File: config.mk
export PLATFORM = sky130hd
export DESIGN_NAME = lsu_mem_stage
export DESIGN_NICKNAME = d
export VERILOG_FILES = /design/src/rtl/lsu_mem_stage.sv
export SDC_FILE = /design/constraint.sdc
export NUM_CORES = 1
export LEC_CHECK = 0
export BUFFER_PORTS_ARGS = -buffer_cell sky130_fd_sc_hd__buf_2
export CAP_MARGIN = 15
export CELL_PAD_IN_SITES_DETAIL_PLACEMENT = 0
export CELL_PAD_IN_SITES_GLOBAL_PLACEMENT = 1
export CORE_ASPECT_RATIO = 0.5
export CORE_MARGIN = 1.5
export CORE_UTILIZATION = 36
export DETAILED_ROUTE_END_ITERATION = 10
export PLACE_DENSITY_LB_ADDON = 0.1
export SLEW_MARGIN = 20
export SYNTH_ARGS = -nofsm -noshare
export SYNTH_HDL_FRONTEND = slang
export SYNTH_SLANG_ARGS = --single-unit
File: constraint.sdc
create_clock -name i_clk -period 2.6 [get_ports i_clk]
set_clock_uncertainty 0.15 [all_clocks]
set_input_delay 0.52 -clock i_clk [delete_from_list [all_inputs] [get_ports i_clk]]
set_output_delay 0.52 -clock i_clk [all_outputs]
set_load 0.05 [all_outputs]
File: src/rtl/lsu_mem_stage.sv
// MEM-stage load/store unit: one data-memory access per accepted op over a req/ack
// handshake, with byte-lane store steering, load extension and an optional ack timeout.
module lsu_mem_stage #(
    parameter int TIMEOUT = 255,
    parameter int CNT_W   = 8
) (
    input  logic        i_clk,
    input  logic        i_rst_n,
    input  logic        i_valid,
    input  logic        i_lsu_wren,
    input  logic [2:0]  i_funct3,
    input  logic [31:0] i_alu_data,
    input  logic [31:0] i_st_data,
    output logic        o_busy,
    output logic        o_done,
    output logic [31:0] o_ld_data,
    output logic        o_err,
    output logic        o_mem_req,
    output logic        o_mem_we,
    output logic [31:0] o_mem_addr,
    output logic [31:0] o_mem_wdata,
    output logic [3:0]  o_mem_bmask,
    input  logic        i_mem_ack,
    input  logic [31:0] i_mem_rdata
);

    localparam logic             TO_EN    = (TIMEOUT != 0);
    localparam logic [CNT_W-1:0] CNT_LAST = CNT_W'((TIMEOUT > 0) ? TIMEOUT - 1 : 0);

    typedef enum logic [1:0] {
        S_IDLE = 2'd0,
        S_REQ  = 2'd1,
        S_DONE = 2'd2
    } state_t;

    state_t            state_q, state_d;
    logic [CNT_W-1:0]  cnt_q, cnt_d;
    logic [31:0]       ld_data_q, ld_data_d;
    logic              err_q, err_d;
    logic [31:0]       addr_q, st_data_q;
    logic [2:0]        funct3_q;
    logic              wren_q;

    logic              accept;
    logic              op_err;
    logic [7:0]        ld_byte;
    logic [15:0]       ld_half;
    logic [31:0]       ld_ext;

    assign accept = (state_q == S_IDLE) && i_valid;

    // Illegal or misaligned ops never reach the memory bus.
    always_comb begin
        op_err = 1'b0;
        case (i_funct3)
            3'b000:  op_err = 1'b0;
            3'b001:  op_err = i_alu_data[0];
            3'b010:  op_err = |i_alu_data[1:0];
            3'b100:  op_err = i_lsu_wren;
            3'b101:  op_err = i_lsu_wren | i_alu_data[0];
            default: op_err = 1'b1;
        endcase
    end

    always_comb begin
        ld_byte = 8'h00;
        case (addr_q[1:0])
            2'd0: ld_byte = i_mem_rdata[7:0];
            2'd1: ld_byte = i_mem_rdata[15:8];
            2'd2: ld_byte = i_mem_rdata[23:16];
            2'd3: ld_byte = i_mem_rdata[31:24];
            default: ld_byte = 8'h00;
        endcase
        ld_half = addr_q[1] ? i_mem_rdata[31:16] : i_mem_rdata[15:0];
        case (funct3_q)
            3'b000:  ld_ext = {{24{ld_byte[7]}}, ld_byte};
            3'b100:  ld_ext = {24'h0, ld_byte};
            3'b001:  ld_ext = {{16{ld_half[15]}}, ld_half};
            3'b101:  ld_ext = {16'h0, ld_half};
            default: ld_ext = i_mem_rdata;
        endcase
    end

    // State register and result registers
    always_ff @(posedge i_clk or negedge i_rst_n) begin
        if (!i_rst_n) begin
            state_q   <= S_IDLE;
            cnt_q     <= '0;
            ld_data_q <= '0;
            err_q     <= 1'b0;
        end else begin
            state_q   <= state_d;
            cnt_q     <= cnt_d;
            ld_data_q <= ld_data_d;
            err_q     <= err_d;
        end
    end

    // Operands are captured at accept so upstream can move on immediately.
    always_ff @(posedge i_clk or negedge i_rst_n) begin
        if (!i_rst_n) begin
            addr_q    <= '0;
            st_data_q <= '0;
            funct3_q  <= '0;
            wren_q    <= 1'b0;
        end else if (accept) begin
            addr_q    <= i_alu_data;
            st_data_q <= i_st_data;
            funct3_q  <= i_funct3;
            wren_q    <= i_lsu_wren;
        end
    end

    // Next-state logic
    always_comb begin
        state_d   = state_q;
        cnt_d     = cnt_q;
        ld_data_d = ld_data_q;
        err_d     = err_q;
        case (state_q)
            S_IDLE: begin
                if (i_valid) begin
                    ld_data_d = '0;
                    err_d     = op_err;
                    cnt_d     = '0;
                    state_d   = op_err ? S_DONE : S_REQ;
                end
            end
            S_REQ: begin
                if (i_mem_ack) begin
                    ld_data_d = wren_q ? 32'h0 : ld_ext;
                    state_d   = S_DONE;
                end else if (TO_EN && (cnt_q == CNT_LAST)) begin
                    err_d   = 1'b1;
                    state_d = S_DONE;
                end else begin
                    cnt_d = cnt_q + 1'b1;
                end
            end
            S_DONE: state_d = S_IDLE;
            default: state_d = S_IDLE;
        endcase
    end

    // Outputs; bus fields are forced to zero outside REQ.
    always_comb begin
        o_busy      = (state_q != S_IDLE);
        o_done      = (state_q == S_DONE);
        o_ld_data   = ld_data_q;
        o_err       = err_q;
        o_mem_req   = (state_q == S_REQ);
        o_mem_we    = 1'b0;
        o_mem_addr  = '0;
        o_mem_wdata = '0;
        o_mem_bmask = '0;
        if (state_q == S_REQ) begin
            o_mem_we   = wren_q;
            o_mem_addr = {addr_q[31:2], 2'b00};
            if (!wren_q) begin
                o_mem_bmask = 4'b1111;
            end else begin
                case (funct3_q[1:0])
                    2'b00: begin
                        o_mem_wdata = {4{st_data_q[7:0]}};
                        o_mem_bmask = 4'b0001 << addr_q[1:0];
                    end
                    2'b01: begin
                        o_mem_wdata = {2{st_data_q[15:0]}};
                        o_mem_bmask = addr_q[1] ? 4'b1100 : 4'b0011;
                    end
                    default: begin
                        o_mem_wdata = st_data_q;
                        o_mem_bmask = 4'b1111;
                    end
                endcase
            end
        end
    end

endmodule

==> metrics.txt, run 1 <==
number of endpoints failing setup at the final stage 0; Reg2Reg Setup Slack between 0.4 and 0.5 ns; initial antenna violation count 2; hold crit path type in -> reg; met3 Usage GRT 0.0566; CTS tree built; Mapped Cells approximately 660; Seq/Total Area, Yosys 0.494; detailed-route via count 5324; # IOs between 200 and 250; Slew @ Worst Pin around 1.1 ns; most numerous cell in the Yosys netlist nand2_1; Setup crit end o_mem_wdata[28]; count of cell types in the netlist 50; pre-CTS setup slack 0.273 ns; share of cells above drive strength 1 0.318; max-cap violations 0; Final Hold Viols 0; ANT cells 0; Final Worst Setup Slack 0.125 ns; IO Port Bufs between 200 and 250; Final Util 0.478; Area Growth Syn to Fin 30.3%; synth warn 0; syn avg cell area ~8.6 um^2; Crit path largest cell delay 0.41 ns; Post-synth ARST share 1.00; grt met2 use 0.338; Tmin final about 2.5 ns; Worst-path clk slew approximately 0.080 ns; synthesized cell area around 5600 um^2; CTS buffer count 9; top post-synthesis cells by area dfrtp_1 (49%), nand2_1 (16%), and2_1 (3.4%); Die W around 180 um; Max FO, Critical Path 25; met1 Track Usage GR 0.291; P per Cell Area roughly 1100 nW/um^2; Clk Latency, worst-skew pair around 0.34 ns; GRT Total Usage 0.213; DRC Markers 0; die footprint between 15000 and 20000 um^2; RR Startpoint state_q[0]; FF-to-FF End o_ld_data[11]; achievable frequency 0.404 GHz; gr busiest metal met2; Worst setup SP type flip-flop; crit-path cells nand2b_1 > inv_2 > buf_6 > nand2_1 > buf_12 > nor2_1 > buf_6; core area approximately 15000 um^2; r2r worst-path depth 6; count of nets after finishing between 900 and 1000; Hold WS 0.195 ns; largest net degree at the start of global routing 76; clk buf depth 2; Initial Util 0.367; Slowest-stage cell, CP dfrtp_2; Critical Path Stages 7; first-pass GRT wire length 27.7 mm; Most Frequent Cell on Critical Path buf_6; Synth top cells by count nand2_1 (238), dfrtp_1 (111), a21oi_1 (34), nor2_1 (34), and2_1 (31); Clock Sinks between 100 and 150; EDFF count, synth 0; initial DRC count ~330; Synth Register Bits about 110; main flop type after synthesis dfrtp_1; Root Buffer clkbuf_16; Crit. Startpoint state_q[1]; critical path data arrival time ~1.8 ns; Max Slew Vio Count 0; Synth top area share 0.494; CP required 1.93 ns; routed wire length approximately 17 mm; vias in the first global route approximately 5200; antenna-violating nets left 0; Relative slew margins 0.253; CP endpoint kind output port; Crit path buffers/inverters 4; Max VDD drop between 0.4 and 0.5 mV; TritonRoute pass-1 iters 6; Avg WL per Cell 15.9 um; delay-heaviest family, CP buffers and inverters; num rows 32; outcome finished, final reports clean; Placer Congestion 0.787; final cycle utilization of the critical path 0.952; biggest area consumer among synthesized cells dfrtp_1; global route overflow 0; vias per cell around 5; Post-DP HPWL 12.3 mm; Leak around 4 nW; Die H ~90 um; CP Class reg -> out; # H-tree levels 3
final cells by class:
type,instances,area (um^2)
Clock buffer,9,225
Multi-Input combinational cell,496,2640
Timing Repair Buffer,231,1330
Inverter,7,26.3
Tap cell,204,255
Clock inverter,7,77.6
Fill cell,1578,8000
Sequential cell,111,2780
kinds of logic (layout without fill, tap and decap cells):
family          after synthesis  in the layout  synth area share
compound gates              104            104             0.126
mux                          24             24            0.0460
other cells                   1              2          0.000666
buf+inv                      51            254            0.0405
simple gates                363            363             0.287
flops                       111            111             0.494
xor+xnor                      1              1           0.00156
fa+ha+maj                     2              2           0.00445
how the worst min path moves through the flow:
stage,startpoint,end,cells past startpoint
global route,i_alu_data[22],addr_q[22],3
floorplan,i_rst_n,addr_q[0],0
global placement,addr_q[11],addr_q[11],2
detailed placement,addr_q[7],addr_q[7],2
CTS,i_alu_data[23],addr_q[23],3
finish,i_alu_data[22],addr_q[22],3
layer usage:
| layer | routed length [um] | part of all wire |
|---|---|---|
| met1 | 8110 | 0.48 |
| met4 | 179 | 0.011 |
| met5 | 12 | 0.00071 |
| met2 | 7570 | 0.45 |
| met3 | 1120 | 0.066 |
repair_timing:
item / in CTS / in global routing
endpoints found under the setup margin: 25 / 43
gates cloned: 0 / 0
endpoints found under the hold margin: 28 / 0
setup buffers: 0 / 1
gates resized for setup: 27 / 5
hold buffers: 1 / 0
report_power, final:
| group | internal, mW | switching (mW) |
|---|---|---|
| registers | 2.38 | 0.482 |
| clock network | 0.761 | 0.675 |
| logic | 1.23 | 2.67 |
sequential cells by signal, summed over array words and instances, names as in the netlist:
register and cells:
cnt_q 8, st_data_q 32, o_err 1, addr_q 32, state_q 2, wren_q 1
funct3_q 3, o_ld_data 32
tightest hold or removal path, stage by stage:
cell and delay (ns):
buf_2 0.07, nand2_1 0.04, nand2_1 0.04
metrics by stage:
step | setup TNS, ns | cell area [um^2] | power, mW | std cells
final | 0 | 7330 | 8.21 | 1065
after detailed placement | 0 | 6930 | 6.79 | 1047
after global placement | 0 | 6930 | 6.76 | 1047
after CTS | 0 | 7310 | 8.28 | 1064
after global routing | -0.00618 | 7330 | 8.80 | 1065
after floorplan | -0.357 | 5630 | 5.62 | 658
placed cells by master (no fill, tap or decap), drive strengths merged, types with 5 or more instances in the layout:
cell type  Yosys  layout
mux2           5       5
buf           18     230
dfrtp        111     111
and2          31      31
mux2i         18      18
o21ai         30      30
nor2b          6       6
a21oi         34      34
nand3          8       8
nor2          34      34
clkbuf        26       9
nor3b          5       5
nand2b         6       6
inv            7      10
and3          18      18
nand2        238     238
a221o         16      16
(Power assumes the default switching activity.)
==> inputs of run 2 (changes only) <==
- REMOVE_ABC_BUFFERS: not set -> 1
==> run 2 against run 1 <==
Net effect:
- design area up 0.43%
- total power up 1.8%
- final cell count down 0.28%
- clock-buffer cell count up 4
- largest cell class unchanged
==> metrics.txt, run 2 (synthesis gave the netlist of run 1 again) <==
Max VDD drop 0.426 mV (+5.2%); Post-CTS Hold Fix Bufs 0 (-1); Max Slew Vio Count 0 (unchanged); P per Cell Area 1130 nW/um^2 (+1.4%); Crit path largest cell delay 0.44 ns (+0.03 ns); Slowest-stage cell, CP dfrtp_2; Slew @ Worst Pin 0.891 ns (-0.230 ns); Clk Latency, worst-skew pair 0.35 ns (about the same); ANT cells 0 (unchanged); critical path data arrival time 1.84 ns (+0.04 ns); Setup TNS 0 ns (unchanged); DRC Markers 0 (unchanged); CP Class reg -> out; Avg WL per Cell 17.0 um (+6.3%); clk buf depth 2 (unchanged); Post-DP HPWL 11.9 mm (-3.0%); Critical Path Stages 7 (unchanged); DP Area 6880 um^2 (-0.76%); CTS tree built; Relative slew margins 0.406 (+0.153); vias per cell 5.02 (+0.41%); routed wire length 18.0 mm (+6.0%); core area 15300 um^2 (unchanged); initial DRC count 339 (+4.0%); Die W 180 um (unchanged); Worst setup SP type flip-flop; achievable frequency 0.398 GHz (-1.5%); initial antenna violation count 0 (-2); Leak 4.04 nW (+0.56%); commonest non-fill, non-tap cells in the layout nand2_1 (236), buf_2 (186), dfrtp_1 (109), nor2_1 (34), a21oi_1 (32); Clock Sinks 111 (unchanged); Crit path buffers/inverters 4 (unchanged); CP required 1.93 ns (about the same); r2r worst-path depth 7 (+1); Max FO, Critical Path 6 (-76%); IO Port Bufs 206 (unchanged); number of endpoints failing setup at the final stage 0 (unchanged); crit-path cells nand2b_1 > inv_1 > buf_6 > nand2_4 > clkbuf_16 > nor2_1 > buf_2; vias in the first global route 5050 (-3.1%); Placer Congestion 0.805 (+2.4%); count of nets after finishing 959 (-0.31%); CTS buffer count 9 (unchanged); Final Util 0.480 (+0.00204); final cycle utilization of the critical path 0.967 (+0.0147); detailed-route via count 5331 (+0.13%); share of cells above drive strength 1 0.316 (-0.00238); outcome finished, final reports clean; Area Growth Syn to Fin 30.9%; Final Hold Viols 0 (unchanged); Die H 91.4 um (unchanged); hold crit path type in -> async; Initial Util 0.367 (unchanged); Root Buffer clkbuf_16; GRT Total Usage 0.213 (+0.000241); # H-tree levels 3 (unchanged); die footprint 16400 um^2 (unchanged); grt met2 use 0.329 (-0.00897); commonest non-fill, non-tap cell in the layout nand2_1; gr busiest metal met2; met3 Usage GRT 0.0566 (unchanged); RSZ-0062 raised after global routing yes; Tmin final 2.51 ns (+0.0383 ns); antenna-violating nets left 0 (unchanged); global route overflow 0 (unchanged); fin area 7360 um^2 (+0.43%); met1 Track Usage GR 0.298 (+0.00667); max-cap violations 0 (unchanged); delay-heaviest family, CP buffers and inverters; # IOs 209 (unchanged); largest net degree at the start of global routing 112 (+47%); CP endpoint kind output port; TritonRoute pass-1 iters 4 (-2); first-pass GRT wire length 27.3 mm (-1.4%); num rows 32 (unchanged); Worst-path clk slew 0.07 ns (about the same)
==> run 2: worst paths after layout <==
path	startpoint	endpoint	slack (ns)
max	state_q[1]	o_mem_wdata[21]	0.09
min	i_rst_n	o_ld_data[26]	0.08
max reg2reg	state_q[1]	o_ld_data[21]	0.24
min reg2reg	addr_q[2]	addr_q[2]	0.32
max in group asynchronous	i_rst_n	state_q[1]	1.69
min in group i_clk	i_st_data[18]	st_data_q[18]	0.20
==> run 2: cell type report <==
type,instances,area (um^2)
Clock buffer,13,260
Clock inverter,3,65.1
Fill cell,1586,7970
Inverter,7,26.3
Multi-Input combinational cell,496,2650
Sequential cell,111,2780
Tap cell,204,255
Timing Repair Buffer,228,1330
==> run 2: what timing repair did <==
action	4_1_cts	5_1_grt
cloned	0	3
buffers inserted	0	3
pin swaps	0	0
setup endpoints to repair	24	29
gates resized for setup	11	20
==> run 2: metal layers <==
layer	vias to the layer above	share of wire
met5	-	0
met3	13	0.064
met1	2553	0.48
li1	2577	-
met4	0	0.0086
met2	188	0.45
==> run 2: power by group <==
part	switching (mW)	internal, mW	total (mW)
combinational	2.72	1.24	3.96
clock	0.638	0.898	1.54
sequential	0.480	2.38	2.86
total	3.84	4.52	8.36
==> run 2: metrics by stage <==
stage | std cells | total power [mW] | setup WS, ns | hold slack, ns
global placement | 1040 | 6.74 | 0.349 | 0.300
CTS | 1056 | 8.36 | 0.000810 | 0.140
finish | 1062 | 8.36 | 0.0869 | 0.0833
floorplan | 614 | 5.51 | -4.52 | 0.0744
detailed placement | 1040 | 6.77 | 0.314 | 0.304
global route | 1062 | 8.91 | -0.0199 | 0.151
